`src/rtl/uart_defs.sv`:
```
// Shared UART definitions: parity encodings and frame state encodings.
// Used by both the transmit and receive sides.
package uart_defs;

  localparam int PAR_NONE = 0;
  localparam int PAR_EVEN = 1;
  localparam int PAR_ODD  = 2;

  typedef enum logic [2:0] {
    ST_IDLE,
    ST_START,
    ST_DATA,
    ST_PARITY,
    ST_STOP
  } state_t;

endpackage

```
`src/rtl/baud_gen.sv`:
```
// Bit-period timer: pulses tick on the last clock of each bit period.
// Held at zero while disabled so every frame starts on a fresh period.
module baud_gen #(
  parameter int CLKS_PER_BIT = 1250
) (
  input  logic clk,
  input  logic rst,
  input  logic en,
  output logic tick
);

  localparam int CW = $clog2(CLKS_PER_BIT);
  localparam logic [CW-1:0] LAST = CW'(CLKS_PER_BIT - 1);

  logic [CW-1:0] cnt_q, cnt_d;

  assign tick = en && (cnt_q == LAST);

  always_comb begin
    cnt_d = '0;
    if (en && !tick) cnt_d = cnt_q + 1'b1;
  end

  always_ff @(posedge clk or posedge rst) begin
    if (rst) cnt_q <= '0;
    else     cnt_q <= cnt_d;
  end

endmodule

```
`src/rtl/uart_tx.sv`:
```
// UART transmitter: valid/ready word in, idle-high NRZ frame out.
// tx and ready are registered; busy is the inverse of ready.
module uart_tx
  import uart_defs::*;
#(
  parameter int N_BITS       = 8,
  parameter int CLKS_PER_BIT = 1250,
  parameter int PARITY       = 0,
  parameter int STOP_BITS    = 1
) (
  input  logic              clk,
  input  logic              rst,
  input  logic [N_BITS-1:0] data,
  input  logic              valid,
  output logic              ready,
  output logic              tx,
  output logic              busy
);

  localparam int BW = $clog2(N_BITS + 1);
  localparam logic [BW-1:0] LAST_DATA = BW'(N_BITS - 1);
  localparam logic [BW-1:0] LAST_STOP = BW'(STOP_BITS - 1);

  state_t            state_q, state_d;
  logic [N_BITS-1:0] shift_q, shift_d;
  logic [BW-1:0]     bit_q, bit_d;
  logic              par_q, par_d;
  logic              tx_q, tx_d;
  logic              ready_q, ready_d;
  logic              tick;

  baud_gen #(
    .CLKS_PER_BIT(CLKS_PER_BIT)
  ) u_baud (
    .clk  (clk),
    .rst  (rst),
    .en   (state_q != ST_IDLE),
    .tick (tick)
  );

  always_comb begin
    state_d = state_q;
    shift_d = shift_q;
    bit_d   = bit_q;
    par_d   = par_q;
    unique case (state_q)
      ST_IDLE: begin
        if (valid) begin
          shift_d = data;
          par_d   = (^data) ^ (PARITY == PAR_ODD);
          bit_d   = '0;
          state_d = ST_START;
        end
      end
      ST_START: begin
        if (tick) state_d = ST_DATA;
      end
      ST_DATA: begin
        if (tick) begin
          shift_d = shift_q >> 1;
          if (bit_q == LAST_DATA) begin
            bit_d   = '0;
            state_d = (PARITY != PAR_NONE) ? ST_PARITY : ST_STOP;
          end else begin
            bit_d = bit_q + 1'b1;
          end
        end
      end
      ST_PARITY: begin
        if (tick) state_d = ST_STOP;
      end
      ST_STOP: begin
        if (tick) begin
          if (bit_q == LAST_STOP) begin
            bit_d   = '0;
            state_d = ST_IDLE;
          end else begin
            bit_d = bit_q + 1'b1;
          end
        end
      end
      default: state_d = ST_IDLE;
    endcase
  end

  // Line level is derived from the next state so tx is a pure flop output.
  always_comb begin
    tx_d    = 1'b1;
    ready_d = (state_d == ST_IDLE);
    unique case (state_d)
      ST_START:  tx_d = 1'b0;
      ST_DATA:   tx_d = shift_d[0];
      ST_PARITY: tx_d = par_d;
      default:   tx_d = 1'b1;
    endcase
  end

  always_ff @(posedge clk or posedge rst) begin
    if (rst) begin
      state_q <= ST_IDLE;
      shift_q <= '0;
      bit_q   <= '0;
      par_q   <= 1'b0;
      tx_q    <= 1'b1;
      ready_q <= 1'b1;
    end else begin
      state_q <= state_d;
      shift_q <= shift_d;
      bit_q   <= bit_d;
      par_q   <= par_d;
      tx_q    <= tx_d;
      ready_q <= ready_d;
    end
  end

  assign tx    = tx_q;
  assign ready = ready_q;
  assign busy  = ~ready_q;

endmodule

```
`config.mk`:
```
export PLATFORM = sky130hd
export DESIGN_NAME = uart_tx
export DESIGN_NICKNAME = d
export VERILOG_FILES = /design/src/rtl/uart_defs.sv /design/src/rtl/baud_gen.sv /design/src/rtl/uart_tx.sv
export SDC_FILE = /design/constraint.sdc
export NUM_CORES = 1
export LEC_CHECK = 0
export ABC_AREA = 1
export BUFFER_PORTS_ARGS = -buffer_cell sky130_fd_sc_hd__buf_2
export CAP_MARGIN = 30
export CELL_PAD_IN_SITES_DETAIL_PLACEMENT = 0
export CELL_PAD_IN_SITES_GLOBAL_PLACEMENT = 1
export CORE_MARGIN = 1
export CORE_UTILIZATION = 40
export DETAILED_ROUTE_END_ITERATION = 10
export PLACE_DENSITY = 0.77
export SETUP_SLACK_MARGIN = 0.3
export SLEW_MARGIN = 40
export SYNTH_ARGS = -nofsm -noshare
export SYNTH_HDL_FRONTEND = slang
export SYNTH_SLANG_ARGS = --single-unit
export TNS_END_PERCENT = 30
```
`constraint.sdc`:
```
create_clock -name clk -period 1.5 [get_ports clk]
set_input_delay 0.225 -clock clk [delete_from_list [all_inputs] [get_ports clk]]
set_output_delay 0.225 -clock clk [all_outputs]
set_load 0.005 [all_outputs]
```
==> results of run 1 <==
==> power by group through the flow <==
stage	Sequential [mW]	Clock, mW	Combinational [mW]
after floorplan	1.06	0	0.376
after global placement	1.07	0	0.562
after detailed placement	1.08	0	0.571
after CTS	1.07	0.735	0.623
after global routing	1.09	0.776	0.730
final	1.07	0.715	0.630
==> routing by layer <==
metal / vias to the layer above / GRT usage, % / part of all wire (%)
met5: - / 0 / 0
met4: 0 / 8.163 / 2.7
li1: 818 / - / -
met3: 12 / 6.743 / 4.0
met1: 724 / 26.23 / 47
met2: 35 / 31.00 / 46
==> area by class of cell <==
type | count | area, um^2
fill | 408 | 1897
multi-input combinational | 165 | 1010
sequential | 29 | 729.5
timing repair buffer | 30 | 206.4
inverter | 36 | 137.6
clock buffer | 7 | 96.34
tap | 50 | 62.56
clock inverter | 1 | 5.005
==> Yosys cell counts (2+ instances only) <==
library cell | instances | area, um^2
nand2_1 | 67 | 251.5
inv_1 | 28 | 105.1
dfrtp_1 | 27 | 675.7
nor2_1 | 18 | 67.56
nand3_1 | 14 | 70.07
a21oi_1 | 10 | 50.05
inv_2 | 6 | 22.52
nand3_2 | 6 | 60.06
o211ai_1 | 6 | 45.04
nor3_1 | 5 | 25.02
ha_1 | 4 | 50.05
nand4_1 | 4 | 25.02
nor2_2 | 3 | 18.77
o21ai_2 | 3 | 26.28
xor2_1 | 3 | 26.28
dfstp_2 | 2 | 52.55
nor2_4 | 2 | 22.52
nor3b_1 | 2 | 15.01
o21ai_0 | 2 | 10.01
xnor2_1 | 2 | 17.52
==> sequential cells by signal, indices dropped and copies added, names as in the netlist <==
| signal | count |
|---|---|
| state_q | 3 |
| ready | 1 |
| bit_q | 4 |
| tx | 1 |
| u_baud.cnt_q | 11 |
| par_q | 1 |
| shift_q | 8 |
==> worst reg2reg max path, cell delays in order (launching register included) <==
cell and delay, ns:
dfrtp_1 0.37, inv_1 0.06, ha_2 0.16, inv_2 0.04, nor2_4 0.08, nand3_2 0.10, nor2_4 0.20, o211ai_2 0.15
nand2_4 0.14, nand3_2 0.08, o21ai_2 0.05
==> metrics by stage <==
stage	total power, mW	TNS, ns
global placement	1.636	-0.1309
floorplan	1.441	0
CTS	2.430	-0.01338
finish	2.420	0
global route	2.598	-1.216
detailed placement	1.649	-0.1134
==> placed cells by master, fill, tap and decap left out, types with 3 or more instances in the layout <==
cell / n
nor2_1: 16
nand4_1: 4
nor2_4: 4
buf_2: 12
nand2_2: 3
o211ai_1: 6
inv_1: 26
nor2_2: 3
a21oi_2: 3
inv_2: 8
buf_6: 3
nor3_1: 5
nand2_1: 65
buf_4: 15
xor2_1: 3
a21oi_1: 7
dfrtp_1: 26
nand3_2: 10
clkbuf_8: 7
o21ai_2: 3
nand3_1: 10
==> worst paths after layout <==
check,from,end,slack (ns),depth (start not counted)
min in group clk,data[0],shift_q[0],0.24,3
setup / recovery,u_baud.cnt_q[1],bit_q[1],0.002,10
setup reg to reg,u_baud.cnt_q[1],bit_q[1],0.002,10
hold / removal,rst,shift_q[6],0.005,3
max in group asynchronous,rst,ready,1.18,3
hold reg to reg,shift_q[7],shift_q[7],0.50,2
==> cells by family after synthesis <==
| logic type | Yosys count | synth area share [%] |
|---|---|---|
| simple gates | 129 | 35.92 |
| buf+inv | 37 | 7.983 |
| flops | 29 | 40.76 |
| xor+xnor | 5 | 2.451 |
| compound gates | 26 | 10.08 |
| fa+ha+maj | 4 | 2.801 |
==> what timing repair did <==
action / CTS / global route
setup endpoints to repair: 29 / 30
buffers inserted: 0 / 3
gates cloned: 1 / 0
pin swaps: 13 / 7
resized for setup: 15 / 9
==> metrics.txt, run 1 <==
Async SR Flop Fraction=100.0%; Clock power frac=29.5%; htree depth=2; Max stage delay on crit path=0.37 ns; CP Launch Type=flop; VDD IR max=601.1 uV; Leakage=1.116 nW; Slew headroom=74.53%; Chip Width=68.84 um; fin cells=318; Max-cap violations=0; Vias/cell=4.997; skew final=0.006300 ns; Nets=282; Overflow after GRT=0; outcome=finished, final reports clean; Skew-Pair Late Insertion Delay=0.28 ns; syn_nets=245; dominant synthesized flop cell=dfrtp_1; cell area after placement=0.002021 mm^2; clk slew on worst S/H paths=0.06 ns; Core Util, Final=54.23%; Sequential Power Share=44.4%; Yosys reg bits=29; number of cells after detailed placement=306; Max Slew Vio Count=0; Initial Utilization=43.12%; FP Rows=23; final setup fails=0; Worst Path Required=1.72 ns; routed wire length=3.967 mm; # DRC=0; Buf/Inv on CP=2; Net Sw Frac=31.57%; height of the die=68.84 um; pre-CTS WS=-0.03506 ns; crit path kind=flop to flop; CTS Hold Bufs=0; Fmax=667.6 MHz; CP max-delay cell=dfrtp_1; HP Class=input port to asynchronous set/reset pin; net switching power=0.7639 mW; pin count of the biggest net entering global routing=30; post-route worst setup slack=0.002010 ns; WL per Instance=12.47 um; Post-DP HPWL=2.896 mm; Final Hold Viols=0; minimum clock period=1.498 ns; final worst-path cycle share=99.87%; Yosys cell types=36; register area share after synthesis=40.76%; GPL Wtd Cong=0.8159; Worst Setup End Kind=flop; syn_area_per_cell=7.768 um^2; share of layout cells above drive strength 1=32.84%; post-synthesis cell count=230; clock buffer count from CTS=5; final instance area=0.002247 mm^2; Max Fanout on Critical Path=7; Ports=14; first-pass GRT wire length=6.872 mm; DR vias=1589; Initial DRC Count=110; CTS root buf=clkbuf_8; Post-DRT Antenna Nets=0; CTS tree=yes; 1st-pass router iterations=4; pwr dens=1077 mW/mm^2; CTS max path bufs=2; CP Cell Sequence=inv_1 > ha_2 > inv_2 > nor2_4 > nand3_2 > nor2_4 > o211ai_2 > nand2_4 > nand3_2 > o21ai_2; Ant. Diodes=0; CP top delay family=simple AND/OR/NAND/NOR gates; Int Power=1.656 mW; Post-synth EDFFs=0; gr usage total=20.26%; Fin Hold WS=0.005202 ns; Post-Syn Area=0.001787 mm^2; port buffer count=13; CP Data Arrival Time=1.72 ns; Worst-Margin Slew=0.3820 ns; vias in the first global route=1554; RSZ-0062 raised after global routing=yes; core area=0.004144 mm^2; total die area=0.004738 mm^2; clock sink count=29; Area Overhead vs Synth=25.77%; initial antenna violation count=0; logic gate share of total power=26.1%; yosys warns=0
Note: power is estimated with default switching activity, not from simulation.
==> run 2, diff against run 1 <==
- CORE_UTILIZATION: 40 -> 44
- PLACE_DENSITY: 0.77 -> 0.81
- RECOVER_POWER: not set -> 25
- clock period: 1.5 -> 1.55 ns (I/O delays scaled with it)
==> run 2 against run 1 <==
Routed wire length decreased by 9.8%. First-iteration DRC count decreased by 45%. Flip-flop and latch count unchanged. Utilization increased by 3.1 points. Power decreased by 7.6%. Non-clock buffer count decreased by 4. Critical path type unchanged. Largest cell class unchanged.
==> metrics.txt, run 2 (synthesis gave the netlist of run 1 again) <==
outcome=finished, final reports clean; Largest register FFs=11; CP Data Arrival Time=1.72 ns; minimum clock period=1.508 ns; CP dominant cell by count=nor2_4; CP Launch Type=flop; clock sink count=29; pre-CTS WS=-0.01097 ns; final setup fails=0; Max stage delay on crit path=0.38 ns; leading cell types in the layout, fill and taps excluded=nand2_1 (66), inv_1 (27), dfrtp_1 (27); Fmax=663.2 MHz; HP Class=input port to asynchronous set/reset pin; WL per Instance=11.50 um; commonest non-fill, non-tap cell in the layout=nand2_1; Max-cap violations=0; Largest regs=u_baud.cnt_q: 11 flops, shift_q: 8 flops, bit_q: 4 flops; Skew-Pair Late Insertion Delay=0.28 ns; Critical Path Source=u_baud.cnt_q[1]; Chip Width=65.73 um; Initial DRC Count=61; pin count of the biggest net entering global routing=30; Max Slew Vio Count=0; port buffer count=13; Total Power=2.237 mW; Reg-to-Reg Start=u_baud.cnt_q[1]; routed wire length=3.577 mm; CP Cell Sequence=inv_1 > ha_1 > inv_2 > nor2_4 > nand4_1 > nor2_4 > nand2_1 > nand3_2 > nor2_1; number of cells after detailed placement=300; htree depth=2; Buf/Inv on CP=2; total die area=0.004320 mm^2; Post-DP HPWL=2.662 mm; post-route worst setup slack=0.04207 ns; pwr dens=1035 mW/mm^2; Worst-Margin Slew=0.7537 ns; CTS root buf=clkbuf_8; Max Fanout on Critical Path=7; 1st-pass router iterations=5; Area Overhead vs Synth=20.94%; CP max-delay cell=dfrtp_1; Worst Path Required=1.76 ns; # DRC=0; Most flops, register=u_baud.cnt_q; skew final=0.01099 ns; gr usage total=19.63%; Leakage=1.102 nW; vias in the first global route=1535; core area=0.003771 mm^2; clock buffer count from CTS=5; FP Rows=22; Vias/cell=4.939; CTS max path bufs=2; CTS tree=yes; CP top delay family=simple AND/OR/NAND/NOR gates; share of layout cells above drive strength 1=27.76%; clk slew on worst S/H paths=0.07 ns; initial antenna violation count=0; RSZ-0062 raised after global routing=yes; fill count=365; Nets=277; VDD IR max=651.3 uV; Initial Utilization=47.38%; DR vias=1536; Worst Setup End Kind=flop; Ports=14; height of the die=65.73 um; Ant. Diodes=0; GPL Wtd Cong=0.7814; crit path kind=flop to flop; Final Hold Viols=0; fin cells=311; Slew headroom=49.76%; final worst-path cycle share=97.29%; first-pass GRT wire length=6.465 mm; Post-DRT Antenna Nets=0; Overflow after GRT=0; post-route setup TNS=0 ns
-- run 2: cell count changes in the layout (fill, tap and decap cells not counted), moves of 2 or more --
cell      previous run  this run
buf_6                3         0
buf_4               15        11
nand3_2             10         7
nand3_1             10        12
clkbuf_1             0         2
a21oi_2              3         1
-- run 2: area by class of cell --
cell class | instances | area [um^2] | area share (%)
flip-flops and latches | 29 | 728.2 | 33.70
multi-input cells | 164 | 972.2 | 44.99
inverters | 36 | 137.6 | 6.369
well taps | 48 | 60.06 | 2.779
clock buffers | 8 | 90.09 | 4.169
repair buffers | 26 | 172.7 | 7.991
-- run 2: worst min-delay path: stages --
cell and delay [ns]:
buf_2 0.09, inv_1 0.04, clkbuf_2 0.58
-- run 2: worst paths after layout --
check,to,slack [ns],cells past startpoint
worst max-delay path,ready,0.04,9
worst min-delay path,u_baud.cnt_q[5],0.15,3
worst max register to register,ready,0.04,9
worst min register to register,shift_q[7],0.49,2
max in group asynchronous,shift_q[1],0.91,3
min in group clk,shift_q[7],0.25,3
-- run 2: stage by stage --
stage                     util (%)  instance area [um^2]  hold WS [ns]
final                        57.30                  2161        0.1541
after global routing         57.30                  2161        0.2073
after CTS                    56.47                  2130       0.02246
after detailed placement     52.72                  1988        0.3332
after global placement       52.72                  1988        0.3215
after floorplan                  -                  1793        0.3091
-- run 2: power breakdown --
group          internal (mW)  switching, mW  leakage [nW]
clock network          0.361          0.282        0.0455
registers              0.916          0.125         0.368
logic                  0.247          0.305         0.688
-- run 2: layer usage --
metal  global-route usage, %  wire (um)
met2                   33.42       1701
met5                       0          0
met1                   23.83       1708
met4                   6.250         50
met3                   5.208        116
-- run 2: timing repair --
action / 4_1_cts / 5_1_grt
gates resized for setup: 5 / 6
setup endpoints to repair: 29 / 29
pin swaps: 4 / 2
buffers inserted: 3 / 0
endpoints found under the hold margin: 0 / 0
hold buffers: 0 / 0
